<file path="src/rtl/reversi_pkg.sv">
// Shared Reversi definitions: cell codes, ray directions, the flip FSM state
// type and the packed board geometry.
package reversi_pkg;

    // 64 cells, 2 bits each.
    localparam int BOARD_W = 128;

    // Cell codes. Any code with bit 1 clear reads as empty.
    localparam logic [1:0] EMPTY = 2'b00;
    localparam logic [1:0] BLACK = 2'b11;
    localparam logic [1:0] WHITE = 2'b10;

    // Ray direction codes as (dx, dy) steps.
    localparam logic [2:0] DIR_UP    = 3'b000;  // ( 0,-1)
    localparam logic [2:0] DIR_DOWN  = 3'b001;  // ( 0,+1)
    localparam logic [2:0] DIR_LEFT  = 3'b010;  // (-1, 0)
    localparam logic [2:0] DIR_RIGHT = 3'b011;  // (+1, 0)
    localparam logic [2:0] DIR_UL    = 3'b100;  // (-1,-1)
    localparam logic [2:0] DIR_DL    = 3'b101;  // (-1,+1)
    localparam logic [2:0] DIR_UR    = 3'b110;  // (+1,-1)
    localparam logic [2:0] DIR_DR    = 3'b111;  // (+1,+1)

    typedef enum logic [1:0] {
        IDLE = 2'd0,
        SCAN = 2'd1,
        FLIP = 2'd2,
        DONE = 2'd3
    } state_t;

    // Bit offset of cell (cx,cy) inside the packed board.
    function automatic logic [6:0] cell_base(input logic [2:0] cx, input logic [2:0] cy);
        return {cy, cx, 1'b0};
    endfunction

endpackage

</file>
<file path="src/rtl/dir_step.sv">
// One step along a Reversi ray: next coordinates plus an off-board flag.
// Coordinates are 4-bit signed so that a step past an edge shows up as -1 or 8
// instead of wrapping into the neighbouring row or column.
module dir_step
    import reversi_pkg::*;
(
    input  logic signed [3:0] cx,
    input  logic signed [3:0] cy,
    input  logic [2:0]        direction,
    output logic signed [3:0] nx,
    output logic signed [3:0] ny,
    output logic              offboard
);

    logic signed [3:0] dx;
    logic signed [3:0] dy;

    // Decode the direction into a unit step and apply it.
    always_comb begin
        dx = 4'sd0;
        dy = 4'sd0;
        case (direction)
            DIR_UP:    begin dx =  4'sd0; dy = -4'sd1; end
            DIR_DOWN:  begin dx =  4'sd0; dy =  4'sd1; end
            DIR_LEFT:  begin dx = -4'sd1; dy =  4'sd0; end
            DIR_RIGHT: begin dx =  4'sd1; dy =  4'sd0; end
            DIR_UL:    begin dx = -4'sd1; dy = -4'sd1; end
            DIR_DL:    begin dx = -4'sd1; dy =  4'sd1; end
            DIR_UR:    begin dx =  4'sd1; dy = -4'sd1; end
            DIR_DR:    begin dx =  4'sd1; dy =  4'sd1; end
            default:   begin dx =  4'sd0; dy =  4'sd0; end
        endcase
        nx = cx + dx;
        ny = cy + dy;
        // From an on-board cell a step lands in -1..8; both -1 (1111) and
        // 8 (1000) are exactly the results with bit 3 set.
        offboard = nx[3] | ny[3];
    end

endmodule

</file>
<file path="src/rtl/flip_line.sv">
// Reversi single-ray flipper. Given the origin of a just-placed disc and a ray
// direction, scans outward one cell per cycle counting opponent discs; if the
// run is closed by a mover disc, walks the ray again turning each counted disc
// to the mover colour. The origin cell itself is never written.
//
// Handshake: start is a one-cycle request honoured only while busy is low; the
// inputs x, y, direction, player_black and board_in are captured on that edge.
// busy stays high until the cycle in which done pulses for exactly one cycle;
// flipped, flip_count and board_out are final while done is high and hold
// until the next accepted start. Starts seen while busy are dropped.
module flip_line
    import reversi_pkg::*;
#(
    parameter int BOARD_W = reversi_pkg::BOARD_W
) (
    input  logic               clk,
    input  logic               resetn,
    input  logic               start,
    input  logic [2:0]         x,
    input  logic [2:0]         y,
    input  logic [2:0]         direction,
    input  logic               player_black,
    input  logic [BOARD_W-1:0] board_in,
    output logic               busy,
    output logic               done,
    output logic               flipped,
    output logic [2:0]         flip_count,
    output logic [BOARD_W-1:0] board_out
);

    state_t            state;
    logic [2:0]        dir_r;
    logic              blk_r;
    logic signed [3:0] cur_x;
    logic signed [3:0] cur_y;
    logic signed [3:0] first_x;
    logic signed [3:0] first_y;
    logic              off;      // cursor has left the board
    logic [2:0]        cnt;      // opponent discs seen on the ray
    logic [2:0]        left;     // discs still to flip

    logic signed [3:0] step_cx;
    logic signed [3:0] step_cy;
    logic [2:0]        step_dir;
    logic signed [3:0] next_x;
    logic signed [3:0] next_y;
    logic              next_off;

    logic [1:0]        mover;
    logic [1:0]        opp;
    logic [1:0]        cur_cell;

    // In IDLE the stepper works from the incoming origin; otherwise from the cursor.
    assign step_cx  = (state == IDLE) ? {1'b0, x} : cur_x;
    assign step_cy  = (state == IDLE) ? {1'b0, y} : cur_y;
    assign step_dir = (state == IDLE) ? direction : dir_r;

    assign mover    = {1'b1, blk_r};
    assign opp      = {1'b1, ~blk_r};
    assign cur_cell = board_out[cell_base(cur_x[2:0], cur_y[2:0]) +: 2];

    dir_step u_step (
        .cx        (step_cx),
        .cy        (step_cy),
        .direction (step_dir),
        .nx        (next_x),
        .ny        (next_y),
        .offboard  (next_off)
    );

    // Control FSM with registered outputs and the working board.
    always_ff @(posedge clk) begin
        if (resetn) begin
            state      <= IDLE;
            busy       <= 1'b0;
            done       <= 1'b0;
            flipped    <= 1'b0;
            flip_count <= 3'd0;
            board_out  <= '0;
            dir_r      <= 3'd0;
            blk_r      <= 1'b0;
            cur_x      <= 4'sd0;
            cur_y      <= 4'sd0;
            first_x    <= 4'sd0;
            first_y    <= 4'sd0;
            off        <= 1'b0;
            cnt        <= 3'd0;
            left       <= 3'd0;
        end else begin
            case (state)
                IDLE: begin
                    done <= 1'b0;
                    if (start) begin
                        dir_r      <= direction;
                        blk_r      <= player_black;
                        board_out  <= board_in;
                        cur_x      <= next_x;
                        cur_y      <= next_y;
                        first_x    <= next_x;
                        first_y    <= next_y;
                        // An off-board first step is resolved by SCAN on the
                        // next cycle, which is where that failure completes.
                        off        <= next_off;
                        cnt        <= 3'd0;
                        left       <= 3'd0;
                        flipped    <= 1'b0;
                        flip_count <= 3'd0;
                        busy       <= 1'b1;
                        state      <= SCAN;
                    end
                end
                SCAN: begin
                    if (!off && cur_cell == opp) begin
                        cnt   <= cnt + 3'd1;
                        cur_x <= next_x;
                        cur_y <= next_y;
                        off   <= next_off;
                    end else if (!off && cur_cell == mover && cnt != 3'd0) begin
                        cur_x <= first_x;
                        cur_y <= first_y;
                        left  <= cnt;
                        state <= FLIP;
                    end else begin
                        // Off board, empty cell, or mover with nothing between.
                        done       <= 1'b1;
                        flipped    <= 1'b0;
                        flip_count <= 3'd0;
                        state      <= DONE;
                    end
                end
                FLIP: begin
                    board_out[cell_base(cur_x[2:0], cur_y[2:0]) +: 2] <= mover;
                    cur_x <= next_x;
                    cur_y <= next_y;
                    left  <= left - 3'd1;
                    if (left == 3'd1) begin
                        done       <= 1'b1;
                        flipped    <= 1'b1;
                        flip_count <= cnt;
                        state      <= DONE;
                    end
                end
                DONE: begin
                    done  <= 1'b0;
                    busy  <= 1'b0;
                    state <= IDLE;
                end
                default: state <= IDLE;
            endcase
        end
    end

endmodule

</file>
<file path="config.mk">
export PLATFORM = sky130hd
export DESIGN_NAME = flip_line
export DESIGN_NICKNAME = d
export VERILOG_FILES = /design/src/rtl/reversi_pkg.sv /design/src/rtl/dir_step.sv /design/src/rtl/flip_line.sv
export SDC_FILE = /design/constraint.sdc
export NUM_CORES = 1
export LEC_CHECK = 0
export ABC_AREA = 1
export BUFFER_PORTS_ARGS = -buffer_cell sky130_fd_sc_hd__buf_2
export CORE_UTILIZATION = 36
export DETAILED_ROUTE_END_ITERATION = 12
export GPL_TIMING_DRIVEN = 0
export SLEW_MARGIN = 25
export SYNTH_ARGS = -nofsm -noshare
export SYNTH_HDL_FRONTEND = slang
export SYNTH_HIERARCHICAL = 1
export SYNTH_SLANG_ARGS = --single-unit
</file>
<file path="constraint.sdc">
create_clock -name clk -period 5.2 [get_ports clk]
set_clock_uncertainty 0.05 [all_clocks]
set_input_delay 0.26 -clock clk [delete_from_list [all_inputs] [get_ports clk]]
set_output_delay 0.26 -clock clk [all_outputs]
set_load 0.03 [all_outputs]
</file>
Yosys cells after proc, flatten, opt, wreduce, memory -nomap -nowiden
Memory sizes are Yosys's and may differ from the RTL's.
Cells that the tools add are included.
- input bits: 141
- memory bits (read-only): 64
- output and inout bits: 134
- flip-flop bits (word level): 163
- memories kept: 1
- logic and storage cells: 101
- $add $sub $neg: 5
- shift-type cells: 3
- multiplexer cells: 42
- reduce and logical (&&, ||, !) cells: 20
- eq/ne operators: 13
- bitwise operators: 2
- memory list (memory ; depth ; width ; rd ports ; clocked after memory_dff ; write ports ; line ; RTL):
    (name not given) ; 8 ; 8 ; 1 ; 0 ; 0 ; dir_step.sv:22 ; case (direction)
- operators with widths (operator ; count):
    case mux 128 bit (2 select lines) ; 1
    bitwise mux 128 bit ; 1
    two-way mux 128 bit ; 1
    variable shift 2 x 9 -> 128 bit (first input constant) ; 1
    indexed part select 128 x 8 -> 2 bit ; 1
    indexed part select 2 x 9 -> 128 bit ; 1
    two-way mux 4 bit ; 8
    two-way mux 3 bit ; 8
    case mux 4 bit (3 select lines) ; 2
    case mux 3 bit (3 select lines) ; 2
    != test 2 bit (second input constant) ; 6
    AND reduction 3 bit ; 4
    two-way mux 1 bit ; 10
    negation 7 -> 9 bit ; 1
    adder 4 bit ; 2
    case mux 2 bit (4 select lines) ; 1
    two-way mux 2 bit ; 3
    case mux 1 bit (3 select lines) ; 2
    case mux 3 bit (2 select lines) ; 1
    AND reduction 2 bit ; 3
    nonzero test 2 bit ; 3
    nonzero test 3 bit ; 2
    AND reduction 5 bit ; 1
    == test 2 bit ; 2
    other kinds (14) ; 18

Logic depth before layout (Yosys ltp)
- word-level depth: 7
- depth in mapped cells: 21
- depth with buffers taken out: 20

Hierarchy
The synthesis kept the hierarchy.
- by module, submodules not included (module ; cells an instance ; instances ; area an instance (um2) ; seq. area each (um2)):
    flip_line ; 1418 ; 1 ; 9631.7 ; 3263.1
    dir_step ; 58 ; 1 ; 369.1 ; 0.0

Least setup slack after synthesis
OpenSTA, ideal clock, no wires.
- path kind: register -> register
- from: register state[0]
- to: register cur_x[3]
- slack: 2.606 ns
- arrival: 2.480 ns
- required time: 5.085 ns
- cell stages (with the launch flop): 18
- setup time: 0.065 ns
- path buffers: 1
- period minus slack after synthesis: 2.594 ns
- path through: dfxtp_1 inv_1 ha_1 clkbuf_1 o21ai_0 nand2_1 nand2_4 inv_1 ha_1 nand2_1 nand2_1 a21oi_1 nand3_2 nand2_1 nand2_1 nand2_1 nor2_1 nor2_1
- word-level cells in the longest chain between the ends: 6
- elaborated cells between the ends (all ways): 14
- classes of those cells: add/sub: 1; eq/ne: 4; mux: 5; reduce/logical: 3; memory: 1
- RTL lines (what ; line ; RTL):
    from (decl) ; flip_line.sv:31 ; state_t state;
    from (signal assigned) ; flip_line.sv:74 ; state <= IDLE;
    from (signal assigned) ; flip_line.sv:109 ; state <= SCAN;
    from (signal assigned) ; flip_line.sv:122 ; state <= FLIP;
    logical NOT 2 bit (*) ; flip_line.sv:56 ; assign step_dir = (state == IDLE) ? direction : dir_r;
    two-way mux 3 bit (*) ; flip_line.sv:56 ;
    net step_dir[1] ; flip_line.sv:44 ; logic [2:0] step_dir;
    memory (8 x 8 bit) (*) ; n/a ;
    adder 4 bit (*) ; dir_step.sv:33 ; nx = cx + dx;
    net next_x[3] ; flip_line.sv:45 ; logic signed [3:0] next_x;
    two-way mux 4 bit (on tied branches) ; flip_line.sv:113, flip_line.sv:93 ;
    case mux 4 bit (3 select lines) (*) ; flip_line.sv:90 ; case (state)
    to (signal assigned) ; flip_line.sv:97 ; cur_x <= next_x;
    to (signal assigned) ; flip_line.sv:115 ; cur_x <= next_x;
    to (signal assigned) ; flip_line.sv:119 ; cur_x <= first_x;
    to (decl) ; flip_line.sv:34 ; logic signed [3:0] cur_x;
The timed path passes the listed nets; every way through them passes the cells marked *. The select of a mux whose other input is x is not followed.
A chain may end at the register's enable or synchronous reset.

Final worst setup path
- from: register cur_x[1]
- to: register board_out[30]
- word-level cells in the longest chain between the ends: 4
- elaborated cells between the ends (all ways): 5
- classes of those cells: add/sub: 1; shift: 2; mux: 2
- RTL lines (what ; line ; RTL):
    negation 7 -> 9 bit (*) ; flip_line.sv:132 ; board_out[cell_base(cur_x[2:0], cur_y[2:0]) +: 2] <= mover;
    indexed part select 2 x 9 -> 128 bit / variable shift 2 x 9 -> 128 bit (equally long branches) ; flip_line.sv:132 ;
    bitwise mux 128 bit (*) ; flip_line.sv:132 ;
    case mux 128 bit (2 select lines) (*) ; flip_line.sv:90 ;
    to (signal assigned) ; flip_line.sv:96 ; board_out <= board_in;
    to (signal, indexed assignment) ; flip_line.sv:132 ;
    to (decl) ; flip_line.sv:28 ; output logic [BOARD_W-1:0] board_out
Mark *: on every way between the ends. The rest lies on a longest branch, timed or not.

==> run metrics <==
PortBufs=between 200 and 300; layout cells sized above 1=around 26%; die height=168.7 µm; Die ar.=approximately 28000 µm²; Site Rows=60; CTS tree=built; Setup crit end=board_out[30]; Pre-antenna DRT Iters=8; Power Dens Cells=781.8 nW/µm²; Max Slew Vio Count=0; Worst R2R Start=cur_x[1]; syn nets=around 1600; # diodes=0; CP peak stage delay=830 ps; worst path buffer plus inverter count=5; Slowest-stage cell, CP=clkbuf_1; leakage=between 5 and 6 nW; Final period util=about three quarters; WL final=52750 µm; Netlist cell types=between 40 and 50; number of synthesized flops with an enable pin=0; global-route usage over all layers=about 37%; TNS Setup=0 ps; Ports=roughly 280; DRC=0; total number of vias=between 10000 and 15000; Root Buffer=clkbuf_16; Max H-tree Level=4; Worst setup EP type=flip-flop; Max-Cap Viols=0; fmax=roughly 0.26 GHz; crit start category=flip-flop; Synth top cells by count=nand2_1 (260), nand3_1 (171), dfxtp_1 (163), nor2_1 (154), inv_1 (151); hold_buf cts=0; fin util=about 46%; Hold Path Class=in -> reg; mean post-synth cell area=a little under 7 µm²; CP Class=reg -> reg; Worst Path Max Fanout=11; initial drt markers=1317; Routed Antenna Nets=0; final-report hold violation count=0; later-pin clock latency in the skew report=450 ps; final setup fails=0; RSZ-0062 raised after global routing=false; Tmin final=3813 ps; Worst path depth=12; Slew @ Worst Pin=around 1100 ps; Slew headroom=around 25%; Crit Reg-Reg Endpoint=board_out[30]; overall power=between 9 and 10 mW; routed length per instance=roughly 24 µm; CP arrival=4130 ps; Max VDD drop=~0.00029 V; Post-CTS Setup Bufs=0; Vias/cell=~5.7; clk buf depth=2; crit-path leading delay family=buffers and inverters; Fillers=2883; run status=finished, final reports clean; crit path from=cur_x[1]; synthesis-stage register bit count=163; pin count of the biggest net entering global routing=17; cell internal pwr=slightly above 4 mW; Main synth FF type=dfxtp_1; reg2reg setup slack=1390 ps; Yosys top cell by area=dfxtp_1; nets=1929; synthesized instance count=approximately 1500; Seq/Total Area, Yosys=32.63%; worst-case reg-to-reg path depth=12; Yosys warning count=6; clock share of power=a little over an eighth; routability congestion estimate=a little over 1; sw power=between 5 and 6 mW; vias in the first global route=around 11000; # resized after CTS=0; initial antenna violation count=0; first-pass GRT wire length=75090 µm; async set-reset flop share out of synthesis=0%; Synth area leaders=dfxtp_1 (33%), nand2_1 (9.8%), nand3_1 (8.6%), nor2_1 (5.8%), inv_1 (5.7%); Core Region=roughly 27000 µm²; clk slew on worst S/H paths=~80 ps; crit path cell chain=inv_2, clkbuf_1, ha_1, inv_1, nor2_2, inv_1, o21ai_1, nand2_2, nor2_1, buf_2, a32oi_1, a21oi_1; die width=roughly 170 µm; initial core utilization=around 37%; WP data required=approximately 5500 ps; synth-to-layout area growth=24.08%; Sw Ratio=roughly 58%; count leader, synth=nand2_1; Post-Syn Area=between 10000 and 15000 µm²; GR Overflow Total=0; CP most frequent cell=inv_1; combinational share of power=64.0%; HPWL Detailed=~40000 µm; Num Clock Sinks=approximately 160; Num CTS Buffers=17; Yosys top cell area share=between 30% and 40%; worst hold start=board_in[52]; sequential share of power=22.8%
-- kinds of logic (layout without fill, tap and decap cells) --
group	count (synthesis)	after routing	synth area share, %
simple gates	648	648	29.03
fa+ha+maj	19	19	2.527
flops	163	163	32.63
buf+inv	282	588	12.10
compound gates	361	361	23.27
xor+xnor	3	3	0.4505
-- registers in the layout, summed over array words and instances (netlist names) --
register	cells
state	2
blk_r	1
first_y	4
cur_y	4
first_x	4
board_out	128
flip_count	3
busy	1
off	1
cur_x	4
done	1
dir_r	3
left	3
cnt	3
flipped	1
-- per-layer routing --
metal / vias to the layer above / share of wire [%] / GRT usage [%] / wire, µm
met5: - / 0 / 0 / 0
met4: 0 / 3.5 / 14.58 / 1836
met3: 100 / 8.8 / 6.523 / 4628
met2: 690 / 44 / 57.76 / 23290
met1: 5817 / 44 / 49.51 / 22990
li1: 5566 / - / - / -
-- layout make-up --
type | instances | area (µm²) | share of cell area, %
multi-input combinational | 1031 | 5540 | 44.65
sequential | 163 | 3263 | 26.30
timing repair buffer | 274 | 1371 | 11.05
inverter | 185 | 701.9 | 5.656
buffer | 97 | 509.2 | 4.104
tap | 372 | 465.4 | 3.751
clock buffer | 19 | 442.9 | 3.569
clock inverter | 13 | 115.1 | 0.9276
-- power by group through the flow --
stage	Sequential (mW)	Combinational (mW)	Clock (mW)
6_report	2.21	6.21	1.28
5_1_grt	2.26	6.63	1.33
4_1_cts	2.19	6.08	1.28
3_5_place_dp	2.21	6.06	0
3_3_place_gp	2.21	6.05	0
2_1_floorplan	2.96	3.19	0
-- how the worst min path moves through the flow --
stage          cells after the start             to  slack (ps)
2_1_floorplan                      2  board_out[52]         360
3_3_place_gp                       2       dir_r[0]         380
3_5_place_dp                       2       dir_r[1]         390
4_1_cts                            3  board_out[52]           8
5_1_grt                            3   board_out[4]          30
6_report                           3  board_out[52]          10
-- tightest hold or removal path: cells and delay by family --
family,cells,cell delay [ps]
buffers and inverters,1,80
AOI/OAI and AO/OA,1,60
and+or+nand+nor,1,70
-- stage by stage --
| stage | std cells | worst slack [ps] | hold WS [ps] | instance area, µm² |
|---|---|---|---|---|
| 6_report | 2154 | 1387 | 10.90 | 12410 |
| 3_5_place_dp | 2122 | 1559 | 394.3 | 11840 |
| 4_1_cts | 2154 | 1529 | 7.882 | 12400 |
| 5_1_grt | 2154 | 1276 | 28.66 | 12410 |
| 3_3_place_gp | 2121 | 1389 | 384.5 | 11830 |
| 2_1_floorplan | 1476 | 2606 | 355.6 | 10000 |
-- placed cells by master (no fill, tap or decap), types with 5 or more instances in the layout --
cell type	netlist	routed
clkinv_1	9	9
nand2_2	13	13
o221a_2	35	35
a31oi_1	36	36
o21a_1	8	8
o211ai_2	5	5
inv_1	151	151
nand3_2	12	12
nand3_1	171	171
nand2_4	5	5
nor3_1	6	6
inv_6	0	5
nand2_1	260	260
o221a_1	5	5
dfxtp_1	163	163
o21ai_1	59	59
buf_6	9	9
clkbuf_1	55	55
o221ai_1	18	18
clkbuf_16	0	17
buf_2	22	296
nor2_1	154	154
a21oi_1	68	68
o21ai_0	99	99
inv_2	23	23
ha_1	17	17
nor2_2	10	10
a32oi_1	23	23
Power figures use the tool's default switching activity.
